### config.mk
export PLATFORM = sky130hd
export DESIGN_NAME = feature_burst_loader
export DESIGN_NICKNAME = d
export VERILOG_FILES = /design/src/rtl/trees_acc_pkg.sv /design/src/rtl/feature_burst_loader.sv
export SDC_FILE = /design/constraint.sdc
export NUM_CORES = 1
export LEC_CHECK = 0
export CELL_PAD_IN_SITES_DETAIL_PLACEMENT = 1
export CELL_PAD_IN_SITES_GLOBAL_PLACEMENT = 2
export CORE_MARGIN = 8
export CORE_UTILIZATION = 22
export DETAILED_ROUTE_END_ITERATION = 7
export MAX_ROUTING_LAYER = met4
export PLACE_DENSITY_LB_ADDON = 0.08
export SLEW_MARGIN = 20
export SYNTH_ARGS = -nofsm -noshare
export SYNTH_HDL_FRONTEND = slang
export SYNTH_SLANG_ARGS = --single-unit
### constraint.sdc
create_clock -name clk -period 2.3 [get_ports clk]
set_input_delay 0.46 -clock clk [delete_from_list [all_inputs] [get_ports clk]]
set_output_delay 0.46 -clock clk [all_outputs]
set_load 0.01 [all_outputs]
### src/rtl/trees_acc_pkg.sv
// Shared constants and FSM state type for the tree accelerator, its feature
// loader and their benches.
package trees_acc_pkg;

  localparam int N_FEATURE      = 32;
  localparam int HALF_FEATURE   = N_FEATURE / 2;
  localparam int MAX_BURST      = 54;
  localparam int MAX_BURST_BITS = $clog2(MAX_BURST);
  // Wide enough for MAX_BURST * HALF_FEATURE = 864 beats.
  localparam int BEAT_CNT_BITS  = 10;

  typedef enum logic [2:0] {
    IDLE,
    LOAD,
    FLUSH,
    START,
    WAIT
  } load_state_t;

endpackage

### src/rtl/feature_burst_loader.sv
// Streams a burst of feature samples into the tree accelerator's feature
// buffer, then starts the accelerator and waits for its done edge.
module feature_burst_loader
  import trees_acc_pkg::*;
#(
  parameter  int N_FEATURE      = trees_acc_pkg::N_FEATURE,
  parameter  int MAX_BURST      = trees_acc_pkg::MAX_BURST,
  localparam int HALF_FEATURE   = N_FEATURE / 2,
  localparam int MAX_BURST_BITS = $clog2(MAX_BURST)
) (
  input  logic                      clk,
  input  logic                      rst,
  input  logic                      cmd_valid,
  output logic                      cmd_ready,
  input  logic [MAX_BURST_BITS-1:0] cmd_n_samples,
  input  logic                      s_valid,
  output logic                      s_ready,
  input  logic [63:0]               s_data,
  output logic                      load_features,
  output logic [31:0]               feature_addr,
  output logic [63:0]               features2,
  output logic                      start,
  output logic [MAX_BURST_BITS-1:0] burst_len,
  input  logic                      done,
  output logic                      busy,
  output logic                      err_len
);

  load_state_t              state;
  logic [BEAT_CNT_BITS-1:0] beat_cnt;
  logic [BEAT_CNT_BITS-1:0] last_beat;
  logic                     done_q;

  // Handshakes are gated by rst so nothing is accepted in the reset cycle,
  // and cmd_ready rises in the very first cycle after reset is released.
  assign cmd_ready = (state == IDLE) && !rst;
  assign s_ready   = (state == LOAD) && !rst;
  assign busy      = (state != IDLE);

  assign last_beat = BEAT_CNT_BITS'(int'(burst_len) * HALF_FEATURE - 1);

  always_ff @(posedge clk) begin
    if (rst) begin
      state         <= IDLE;
      beat_cnt      <= '0;
      load_features <= 1'b0;
      feature_addr  <= '0;
      features2     <= '0;
      start         <= 1'b0;
      burst_len     <= '0;
      err_len       <= 1'b0;
      done_q        <= 1'b0;
    end else begin
      err_len       <= 1'b0;
      start         <= 1'b0;
      load_features <= 1'b0;
      done_q        <= done;
      case (state)
        IDLE: begin
          if (cmd_valid) begin
            if (cmd_n_samples == '0 || int'(cmd_n_samples) > MAX_BURST) begin
              err_len <= 1'b1;
            end else begin
              burst_len <= cmd_n_samples;
              beat_cnt  <= '0;
              state     <= LOAD;
            end
          end
        end
        LOAD: begin
          if (s_valid) begin
            load_features <= 1'b1;
            features2     <= s_data;
            feature_addr  <= 32'(beat_cnt);
            beat_cnt      <= beat_cnt + 1'b1;
            if (beat_cnt == last_beat) state <= FLUSH;
          end
        end
        // The last write is on the bus during FLUSH; start follows it.
        FLUSH: begin
          start <= 1'b1;
          state <= START;
        end
        START: state <= WAIT;
        // Only a fresh rising edge of done ends the run.
        WAIT: if (done && !done_q) state <= IDLE;
        default: state <= IDLE;
      endcase
    end
  end

endmodule

==> results of run 1 <==
[cell families after synthesis]
logic type                 share of synthesized area
other                                       0.000958
and+or+nand+nor                                0.235
xor gates and xnor gates                      0.0157
AOI/OAI and AO/OA                              0.149
adders and majority gates                    0.00639
DFF                                            0.496
buffers and inverters                         0.0815
muxes                                         0.0153
[layout make-up]
type,instances,area (um^2)
multi-input combinational,356,1740
inverter,7,26.3
clock buffer,13,240
sequential,97,1940
tap,225,282
fill,2028,11300
clock inverter,3,17.5
timing repair buffer,177,1770
[synth_stat cells, types with 5 or more instances]
cell / instances / area share
sky130_fd_sc_hd__a21oi_1: 87 / 0.11
sky130_fd_sc_hd__a31oi_1: 5 / 0.0080
sky130_fd_sc_hd__buf_2: 9 / 0.012
sky130_fd_sc_hd__buf_4: 22 / 0.042
sky130_fd_sc_hd__clkbuf_1: 22 / 0.021
sky130_fd_sc_hd__dfxtp_1: 97 / 0.50
sky130_fd_sc_hd__inv_1: 7 / 0.0067
sky130_fd_sc_hd__mux2i_1: 6 / 0.015
sky130_fd_sc_hd__nand2_1: 158 / 0.15
sky130_fd_sc_hd__nor2_1: 15 / 0.014
sky130_fd_sc_hd__or3_1: 6 / 0.0096
sky130_fd_sc_hd__xnor2_1: 7 / 0.016
[worst register-to-register path, stage by stage (launching register included)]
cell and delay [ns]:
sky130_fd_sc_hd__dfxtp_1 0.43, sky130_fd_sc_hd__inv_1 0.10, sky130_fd_sc_hd__ha_1 0.25, sky130_fd_sc_hd__nor2b_1 0.14, sky130_fd_sc_hd__or3_1 0.36, sky130_fd_sc_hd__a31oi_2 0.26, sky130_fd_sc_hd__a31oi_1 0.13, sky130_fd_sc_hd__o311a_1 0.30
[sequential cells by signal, indices dropped and copies added, names as in the netlist]
register       count
load_features      1
state              3
err_len            1
features2         64
beat_cnt          10
feature_addr      10
start              1
burst_len          6
done_q             1
[metal layers]
layer,share of wire,vias up
li1,-,1890
met1,0.42,1768
met2,0.49,115
met3,0.086,11
met4,0.011,0
met5,0,-
[final timing paths]
path	start	endpoint	slack, ns	cells past startpoint
min	rst	feature_addr[9]	0.33	2
max	state[0]	s_ready	0.11	3
min reg2reg	features2[49]	features2[49]	0.45	2
max reg2reg	burst_len[0]	state[0]	0.22	7
[power breakdown]
group	internal, mW	switching [mW]	total, mW	leakage [nW]
Combinational	0.310	0.273	0.584	1.19
Clock	0.733	0.643	1.38	0.124
Sequential	1.74	0.0379	1.78	0.788
[what timing repair did]
item                       4_1_cts  5_1_grt
pin swaps                        0        0
gates resized for setup          1        2
gates cloned                     0        0
setup endpoints to repair        1        2
hold buffers                     0        0
==> results.rst, run 1 <==
.. list-table::
   :header-rows: 1

   * - Metric
     - Value
   * - Cell count after synthesis
     - 492
   * - Die area
     - 22300 um^2
   * - Max-cap check violation count
     - 0
   * - CP max stage delay
     - 0.59 ns
   * - Fraction of registers with async set or reset after synthesis
     - 0
   * - Startpoint kind of the worst setup timing path
     - flop
   * - RePlAce Congestion
     - 0.782
   * - Post-route fraction of the period consumed by the critical path
     - 0.951
   * - Number of storage elements in the synthesis netlist
     - 97
   * - Initial antenna violation count
     - 0
   * - Share of cells above drive strength 1
     - 0.0597
   * - Wire length of the first global-routing pass
     - 21700 um
   * - Area growth from synthesis to layout
     - 53.7%
   * - Via-per-instance ratio
     - 4.31
   * - Slew at the pin closest to its max-slew limit
     - 0.576 ns
   * - Number of hold violations in the final report
     - 0
   * - Setup TNS
     - 0 ns
   * - Unrepaired setup endpoints after global routing
     - false
   * - Placed wire-length estimate
     - 10300 um
   * - Detailed-route DRC error count
     - 0
   * - Via count of the first global-routing pass
     - 4053
   * - Detailed router's first-iteration violation count
     - 166
   * - Seq/Total Area, Yosys
     - 0.496
   * - Horiz. Die Dim
     - 149 um
   * - Clock latency at the later pin of the worst-skew pair
     - 0.34 ns
   * - Chain of cells forming the critical path
     - nor3b_2 > and2_1 > clkdlybuf4s50_1
   * - Result of the run
     - finished clean
   * - Unique cell type count in the Yosys netlist
     - 42
   * - Max-slew violation count
     - 0
   * - Min Tclk post-route
     - 2.19 ns
   * - Largest delay share family, worst path
     - buffers and inverters
   * - Pwr per Cell Area
     - 621 nW/um^2
   * - Pin count of the biggest net entering global routing
     - 76
   * - Routed WL
     - 14100 um
   * - Mapped Area
     - 3910 um^2
   * - Power consumption
     - 3.74 mW
   * - Number of diodes added for antenna fixing
     - 0
   * - Core Rows
     - 48
   * - Number of buffers inserted by post-CTS setup repair
     - 0
   * - Achievable clock frequency
     - 457 MHz
   * - Top library cells by usage in the layout, fill and taps aside
     - 158 x sky130_fd_sc_hd__clkdlybuf4s50_1, 157 x sky130_fd_sc_hd__nand2_1, 96 x sky130_fd_sc_hd__dfxtp_1
   * - Aggregate global routing overflow
     - 0
   * - Number of buffers created by CTS
     - 9
   * - Leak pwr
     - 2.10 nW
   * - Share of the core filled with cells
     - 0.347
   * - Post-Place Setup Slack
     - -0.152 ns
   * - CTS tree
     - built
   * - Clock-pin slew reported for the worst setup and hold paths after clock tree synthesis
     - 0.06 ns
   * - Core Area
     - 17400 um^2
   * - Final cell count without fillers
     - 878
   * - Clk sinks
     - 97
   * - Final-layout worst hold slack
     - 0.329 ns
   * - Placed cell count
     - 862
   * - Most common cell after layout, fill and taps aside
     - sky130_fd_sc_hd__clkdlybuf4s50_1
   * - Number of top-level pins
     - 183
   * - Hold Path Class
     - in -> reg
   * - Required time of the worst setup path
     - 1.84 ns
   * - GRT Overall Usage
     - 0.127
   * - # setup viols final
     - 0
   * - Post-synth EDFFs
     - 0
   * - Final Worst Setup Slack
     - 0.113 ns
   * - Wire length per cell after detailed routing
     - 16.0 um
   * - Met2 demand-to-capacity share in global routing
     - 0.210
   * - Post-DP Area
     - 5750 um^2
   * - Worst Path Class, Setup
     - reg -> out
   * - Highest-utilization routing layer at the global route stage
     - met2
   * - Starting density of the core
     - 0.225
   * - Post-route cell area
     - 6020 um^2
   * - Met3 Track Usage GR
     - 0.0495
   * - Post-synthesis average cell area
     - 7.95 um^2
   * - Yosys warnings
     - 0
   * - Worst slew margin
     - 0.616
   * - Crit-path slowest cell
     - sky130_fd_sc_hd__clkdlybuf4s50_1
   * - H-tree levels
     - 3
   * - Root buffer selected by CTS
     - sky130_fd_sc_hd__clkbuf_16
   * - Met1 track demand over resource
     - 0.137
   * - Nature of the critical path endpoint
     - output port
   * - Post-Route Skew
     - 0.00522 ns
   * - Arrival @ worst endpoint
     - 1.73 ns
   * - Bufs and invs on worst path
     - 1
   * - Critical path fanouts, max
     - 8
   * - Top FF cell, synth
     - sky130_fd_sc_hd__dfxtp_1
   * - Port-buffer cells
     - 160
   * - Number of antenna-violating nets in the routed design
     - 0
   * - Count of TritonRoute iterations in the first routing pass
     - 5
   * - Via count of the routed design
     - 3784
   * - Vertical die dimension
     - 149 um
   * - Final layout net count
     - 725
   * - Maximum buffer depth of the clock tree
     - 2
   * - Worst ir drop on vdd
     - 314 uV
Power figures use the tool's default switching activity.
==> run 2, diff against run 1 <==
Settings changed: CORE_UTILIZATION 22 to 24.
Clock period 2.3 ns to 2.6 ns, I/O delays scaled along.
==> run 2 against run 1 <==
Effect of this change:
- clock-buffer cell count decreased by 2
- first-iteration DRC count decreased by 26%
- die area shrank 7.5%
- register-to-register slack improved by 0.26 ns
- worst setup slack improved by 0.15 ns
- clock skew increased by 0.00059 ns
- largest cell class unchanged
==> results.rst, run 2 (synthesized netlist as in run 1, its figures left out) <==
.. list-table::
   :header-rows: 1

   * - Metric
     - Value
   * - Via count of the routed design
     - 3721 (-1.7%)
   * - # setup viols final
     - 0 (unchanged)
   * - Maximum buffer depth of the clock tree
     - 2 (unchanged)
   * - Number of diodes added for antenna fixing
     - 0 (unchanged)
   * - Die area
     - 20600 um^2 (-7.5%)
   * - Core Area
     - 15900 um^2 (-8.1%)
   * - Power consumption
     - 3.43 mW (-8.3%)
   * - Top register by number of flip-flops
     - features2
   * - Area taken by flip-flops and latches
     - 1940 um^2 (unchanged)
   * - RePlAce Congestion
     - 0.707 (-9.6%)
   * - Number of hold violations in the final report
     - 0 (unchanged)
   * - Unrepaired setup endpoints after global routing
     - false
   * - H-tree levels
     - 3 (unchanged)
   * - Leak pwr
     - 2.06 nW (-1.8%)
   * - Critical R2R Launch
     - burst_len[0]
   * - Largest registers ranked by flip-flop count
     - features2 x64, beat_cnt x10, feature_addr x10
   * - Detailed-route DRC error count
     - 0 (unchanged)
   * - Slew at the pin closest to its max-slew limit
     - 0.487 ns (-0.0887 ns)
   * - Critical path fanouts, max
     - 6 (-2)
   * - Result of the run
     - finished clean
   * - Area growth from synthesis to layout
     - 52.7%
   * - Startpoint kind of the worst setup timing path
     - flop
   * - Clk sinks
     - 97 (unchanged)
   * - Worst slew margin
     - 0.672 (+0.0561)
   * - Clock latency at the later pin of the worst-skew pair
     - 0.34 ns (about the same)
   * - Root buffer selected by CTS
     - sky130_fd_sc_hd__clkbuf_16
   * - Number of filler cells placed in the layout
     - 1925 (-5.1%)
   * - Placed wire-length estimate
     - 10100 um (-2.1%)
   * - Vertical die dimension
     - 144 um (-3.8%)
   * - CTS tree
     - built
   * - Met3 Track Usage GR
     - 0.0474 (-0.00201)
   * - Arrival @ worst endpoint
     - 1.82 ns (+0.09 ns)
   * - Number of buffers created by CTS
     - 9 (unchanged)
   * - Max-slew violation count
     - 0 (unchanged)
   * - Portion of total power attributed to combinational logic
     - 0.145 (-0.011)
   * - Reg-to-reg setup timing slack
     - 0.48 ns (+0.26 ns)
   * - Sequential share of power
     - 0.458 (-0.017)
   * - Post-route fraction of the period consumed by the critical path
     - 0.900
   * - Share of the core filled with cells
     - 0.375 (+0.0282)
   * - Starting density of the core
     - 0.245 (+0.0200)
   * - Final cell count without fillers
     - 861 (-1.9%)
   * - Clock network fraction of design power
     - 0.396 (+0.028)
   * - Pwr per Cell Area
     - 573 nW/um^2 (-7.7%)
   * - Highest-utilization routing layer at the global route stage
     - met2
   * - Share of cells above drive strength 1
     - 0.0512 (-0.00856)
   * - Switching Fraction
     - 0.250 (-0.00531)
   * - Reg-to-Reg End
     - state[0]
   * - Nature of the critical path endpoint
     - output port
   * - Routed WL
     - 13800 um (-1.9%)
   * - Number of flip-flops under the largest register name
     - 64 (unchanged)
   * - NetSw
     - 0.857 mW (-10%)
   * - Via-per-instance ratio
     - 4.32 (+0.28%)
   * - Worst Path Class, Setup
     - reg -> out
   * - Top library cells by usage in the layout, fill and taps aside
     - 159 x sky130_fd_sc_hd__clkdlybuf4s50_1, 157 x sky130_fd_sc_hd__nand2_1, 96 x sky130_fd_sc_hd__dfxtp_1
   * - Count of TritonRoute iterations in the first routing pass
     - 4 (-1)
   * - Core Rows
     - 46 (-4.2%)
   * - Clock-pin slew reported for the worst setup and hold paths after clock tree synthesis
     - 0.07 ns (about the same)
   * - Post-Place Setup Slack
     - 0.0559 ns (+0.208 ns)
   * - Final layout net count
     - 717 (-1.1%)
   * - Required time of the worst setup path
     - 2.08 ns (+0.24 ns)
   * - Post-Route Skew
     - 0.00580 ns (+0.000586 ns)
   * - Initial antenna violation count
     - 0 (unchanged)
   * - Pin count of the biggest net entering global routing
     - 76 (unchanged)
   * - Horiz. Die Dim
     - 144 um (-3.8%)
   * - R2r worst-path depth
     - 7 (unchanged)
   * - Via count of the first global-routing pass
     - 3909 (-3.6%)
   * - Achievable clock frequency
     - 427 MHz
   * - Final Worst Setup Slack
     - 0.260 ns (+0.148 ns)
   * - Area of the multi-input gates
     - 1750 um^2 (+0.36%)
   * - Detailed router's first-iteration violation count
     - 123 (-26%)
   * - Min Tclk post-route
     - 2.34 ns
   * - Hold Path Class
     - reg -> reg
   * - Aggregate global routing overflow
     - 0 (unchanged)
   * - Max-cap check violation count
     - 0 (unchanged)
   * - Wire length per cell after detailed routing
     - 16.0 um (about the same)
   * - Hold Path Depth
     - 2 (unchanged)
   * - Setup TNS
     - 0 ns (unchanged)
   * - Met1 track demand over resource
     - 0.150 (+0.0133)
   * - Hold endpoint
     - features2[25]
   * - Launch instance of the worst min-delay path
     - features2[25]
   * - Number of top-level pins
     - 183 (unchanged)
   * - Internal power
     - 2.57 mW (-7.6%)
   * - Most common cell after layout, fill and taps aside
     - sky130_fd_sc_hd__clkdlybuf4s50_1
   * - Port-buffer cells
     - 160 (unchanged)
   * - GRT Overall Usage
     - 0.135 (+0.00794)
   * - Number of antenna-violating nets in the routed design
     - 0 (unchanged)
   * - Wire length of the first global-routing pass
     - 21100 um (-2.4%)
   * - Met2 demand-to-capacity share in global routing
     - 0.224 (+0.0135)
   * - Worst ir drop on vdd
     - 268 uV (-15%)
   * - Placed cell count
     - 843 (-2.2%)
run 2: timing repair:
| action | in CTS | in global routing |
|---|---|---|
| hold buffers | 0 | 0 |
| setup buffers | 0 | 2 |
| gates resized for setup | 0 | 3 |
| setup endpoints to repair | 0 | 2 |
run 2: layout make-up:
class,count,area share
Clock inverter,5,0.00921
Timing Repair Buffer,169,0.283
Clock buffer,11,0.0406
Multi-Input combinational cell,356,0.292
Inverter,7,0.00440
Sequential cell,97,0.325
Tap cell,216,0.0452
run 2: critical path, stage by stage (launching register included):
cell and delay [ns]:
sky130_fd_sc_hd__dfxtp_1 0.41, sky130_fd_sc_hd__nor3_4 0.25, sky130_fd_sc_hd__inv_1 0.14, sky130_fd_sc_hd__nor2_1 0.11, sky130_fd_sc_hd__clkdlybuf4s50_1 0.57
run 2: metrics by stage:
stage | hold slack, ns | area (um^2)
after floorplan | 0.461 | 3990
after global placement | 0.442 | 5650
after detailed placement | 0.446 | 5650
after CTS | 0.456 | 5950
after global routing | 0.469 | 5980
final | 0.453 | 5980
run 2: power groups by stage:
| stage | registers [mW] | clock network, mW | logic [mW] |
|---|---|---|---|
| finish | 1.57 | 1.36 | 0.498 |
| global route | 1.58 | 1.48 | 0.547 |
| CTS | 1.57 | 1.42 | 0.503 |
| detailed placement | 1.60 | 0 | 0.500 |
| global placement | 1.60 | 0 | 0.494 |
| floorplan | 1.62 | 0 | 0.216 |
run 2: worst max path at each step:
stage | from | end | cells after the start
final | state[2] | cmd_ready | 4
after global routing | state[1] | cmd_ready | 4
after CTS | state[0] | cmd_ready | 4
after detailed placement | cmd_n_samples[2] | beat_cnt[7] | 7
after global placement | cmd_n_samples[2] | beat_cnt[4] | 7
after floorplan | cmd_n_samples[2] | beat_cnt[6] | 5
run 2: metal layers:
layer	vias to the layer above	wire (um)	share of wire
li1	1874	-	-
met1	1728	5960	0.43
met2	109	6670	0.48
met3	10	1050	0.076
met4	0	139	0.010
met5	-	0	0
==> run 3, diff against run 2 <==
Settings changed: CELL_PAD_IN_SITES_DETAIL_PLACEMENT 1 to 0, CELL_PAD_IN_SITES_GLOBAL_PLACEMENT 2 to 1, CORE_UTILIZATION 24 to 30.
==> run 3 against run 2 <==
Effect of this change:
- non-clock buffer count unchanged
- clock skew increased by 0.0018 ns
- cell area decreased by 1.0%
- global-route usage increased by 0.63 points
- worst setup slack got worse by 0.10 ns
- utilization increased by 9.2 points
- sequential power about the same
- critical path depth decreased by 1
- sequential share of layout area increased by 0.31 points
- sequential cell count unchanged
- total power decreased by 1.7%
- largest power group unchanged
==> results.rst, run 3 (synthesized netlist as in run 1, its figures left out) <==
.. list-table::
   :header-rows: 1

   * - Metric
     - Value
   * - Post-route cell area
     - 5920 um^2 (-1.0%)
   * - Chain of cells forming the critical path
     - nor3b_4 > and2_1 > clkdlybuf4s50_1
   * - Horiz. Die Dim
     - 130 um (-9.4%)
   * - Vertical die dimension
     - 130 um (-9.4%)
   * - Leak pwr
     - 2.06 nW (-0.20%)
   * - Post-Route Skew
     - 0.00758 ns (+0.00178 ns)
   * - Number of buffers inserted by post-CTS setup repair
     - 0 (unchanged)
   * - Reg-to-reg setup timing slack
     - 0.51 ns (+0.03 ns)
   * - Maximum buffer depth of the clock tree
     - 2 (unchanged)
   * - Critical path depth in cells
     - 3 (-1)
   * - Arrival @ worst endpoint
     - 1.92 ns (+0.10 ns)
   * - CP max stage delay
     - 0.58 ns (about the same)
   * - Final Worst Setup Slack
     - 0.158 ns (-0.103 ns)
   * - Launch instance of the worst min-delay path
     - features2[36]
   * - Wire length per cell after detailed routing
     - 14.4 um (-10%)
   * - Slew at the pin closest to its max-slew limit
     - 0.539 ns (+0.0517 ns)
   * - Hold Path Depth
     - 2 (unchanged)
   * - Number of diodes added for antenna fixing
     - 0 (unchanged)
   * - RePlAce Congestion
     - 0.741 (+4.8%)
   * - Clock-pin slew reported for the worst setup and hold paths after clock tree synthesis
     - 0.06 ns (about the same)
   * - # setup viols final
     - 0 (unchanged)
   * - Largest delay share family, worst path
     - buffers and inverters
   * - Number of hold violations in the final report
     - 0 (unchanged)
   * - Number of antenna-violating nets in the routed design
     - 0 (unchanged)
   * - Worst Path Class, Setup
     - reg -> out
   * - Max-cap check violation count
     - 0 (unchanged)
   * - Crit-path slowest cell
     - sky130_fd_sc_hd__clkdlybuf4s50_1
   * - Bufs and invs on worst path
     - 1 (-1)
   * - Die area
     - 17000 um^2 (-18%)
   * - Post-route fraction of the period consumed by the critical path
     - 0.939 (+0.0395)
   * - Starting density of the core
     - 0.309 (+0.0634)
   * - Post-Place Setup Slack
     - 0.0572 ns (+0.00135 ns)
   * - Aggregate global routing overflow
     - 0 (unchanged)
   * - Share of cells above drive strength 1
     - 0.0512 (unchanged)
   * - Via count of the routed design
     - 3603 (-3.2%)
   * - GRT Overall Usage
     - 0.141 (+0.00625)
   * - Reg-to-Reg End
     - state[0]
   * - Final layout net count
     - 717 (unchanged)
   * - CTS tree
     - built
   * - Top register by number of flip-flops
     - features2
   * - Area growth from synthesis to layout
     - 51.2%
   * - Hold Path Class
     - reg -> reg
   * - Total of hold buffers inserted after clock tree synthesis
     - 0 (unchanged)
   * - Placed cell count
     - 801 (-5.0%)
   * - Most common cell after layout, fill and taps aside
     - sky130_fd_sc_hd__clkdlybuf4s50_1
   * - R2r worst-path depth
     - 7 (unchanged)
   * - Achievable clock frequency
     - 409 MHz (-4.2%)
   * - Final cell count without fillers
     - 817 (-5.1%)
   * - Number of top-level pins
     - 183 (unchanged)
   * - Placed wire-length estimate
     - 8570 um (-15%)
   * - Via count of the first global-routing pass
     - 3699 (-5.4%)
   * - Core Rows
     - 41 (-11%)
   * - Required time of the worst setup path
     - 2.08 ns (about the same)
   * - Count of TritonRoute iterations in the first routing pass
     - 4 (unchanged)
   * - Worst slew margin
     - 0.641 (-0.0315)
   * - Critical path fanouts, max
     - 8 (+2)
   * - Clock latency at the later pin of the worst-skew pair
     - 0.34 ns (about the same)
   * - Critical R2R Launch
     - burst_len[0]
   * - Routed WL
     - 11800 um (-15%)
   * - Max-slew violation count
     - 0 (unchanged)
   * - Detailed-route DRC error count
     - 0 (unchanged)
   * - Pin count of the biggest net entering global routing
     - 65 (-14%)
   * - Largest registers ranked by flip-flop count
     - features2 x64, beat_cnt x10, feature_addr x10
   * - Startpoint kind of the worst setup timing path
     - flop
   * - Min Tclk post-route
     - 2.44 ns (+0.103 ns)
   * - Post-DP Area
     - 5610 um^2 (-0.75%)
   * - H-tree levels
     - 3 (unchanged)
   * - Port-buffer cells
     - 160 (unchanged)
   * - Number of gates resized after cts
     - 0 (unchanged)
   * - Final-layout worst hold slack
     - 0.451 ns (-0.00128 ns)
   * - Unrepaired setup endpoints after global routing
     - false
   * - Initial antenna violation count
     - 0 (unchanged)
   * - Result of the run
     - finished clean
   * - Wire length of the first global-routing pass
     - 18400 um (-13%)
   * - Nature of the critical path endpoint
     - output port
   * - Number of buffers created by CTS
     - 9 (unchanged)
   * - Hold endpoint
     - features2[36]
   * - Setup TNS
     - 0 ns (unchanged)
   * - Via-per-instance ratio
     - 4.41 (+2.0%)
   * - Number of flip-flops under the largest register name
     - 64 (unchanged)
   * - Clk sinks
     - 97 (unchanged)
   * - Pwr per Cell Area
     - 569 nW/um^2 (-0.65%)
   * - Top library cells by usage in the layout, fill and taps aside
     - 159 x sky130_fd_sc_hd__clkdlybuf4s50_1, 157 x sky130_fd_sc_hd__nand2_1, 97 x sky130_fd_sc_hd__dfxtp_1
   * - Detailed router's first-iteration violation count
     - 184 (+50%)
   * - Worst ir drop on vdd
     - 263 uV (-2.0%)
   * - Core Area
     - 12700 um^2 (-21%)
   * - Root buffer selected by CTS
     - sky130_fd_sc_hd__clkbuf_16
## run 3: cell count changes in the layout (fill, tap and decap cells not counted)
| cell | change |
|---|---|
| sky130_fd_sc_hd__dfxtp_1 | +1 |
| sky130_fd_sc_hd__dfxtp_2 | -1 |
| sky130_fd_sc_hd__clkinv_4 | +1 |
| sky130_fd_sc_hd__clkbuf_1 | -1 |
| sky130_fd_sc_hd__buf_2 | +1 |
| sky130_fd_sc_hd__buf_4 | -1 |
| sky130_fd_sc_hd__clkinvlp_4 | +1 |
| sky130_fd_sc_hd__clkbuf_8 | -1 |
## run 3: worst reg2reg max path: cells and delay by family (launching register included)
kind / cells / cell delay (ns)
compound gates: 3 / 0.73
simple gates: 2 / 0.48
flops: 1 / 0.42
fa+ha+maj: 1 / 0.24
buf+inv: 1 / 0.11
## run 3: worst max path at each step
stage                                start          end  slack [ns]
after global placement    cmd_n_samples[2]  beat_cnt[3]        0.09
after global routing              state[0]      s_ready        0.03
final                             state[0]      s_ready        0.16
after CTS                         state[0]    cmd_ready        0.06
after floorplan           cmd_n_samples[2]  beat_cnt[6]        0.63
after detailed placement  cmd_n_samples[2]  beat_cnt[7]        0.06
## run 3: where the power goes
part	internal [mW]	switching, mW	total (mW)
combinational	0.260	0.226	0.487
clock	0.744	0.569	1.31
sequential	1.54	0.0324	1.57
## run 3: routing by layer
layer  routed length (um)  GRT usage  up-vias
met2                 5160      0.216      120
met1                 5360      0.171     1603
met4                  151     0.0471        0
li1                     -          -     1870
met5                    0          -        -
met3                 1090     0.0486       10
## run 3: through the flow
| step | power [mW] | util |
|---|---|---|
| 3_3_place_gp | 2.09 | 0.443 |
| 3_5_place_dp | 2.09 | 0.443 |
| 5_1_grt | 3.54 | 0.467 |
| 2_1_floorplan | 1.84 | - |
| 6_report | 3.37 | 0.467 |
| 4_1_cts | 3.43 | 0.466 |
## run 3: cell type report
cell class | instances | area, um^2
multi-input cells | 356 | 1750
well taps | 172 | 215
clock inverters | 7 | 71.3
clock buffers | 9 | 225
inverters | 7 | 26.3
repair buffers | 169 | 1690
flip-flops and latches | 97 | 1940
fillers | 1317 | 6750
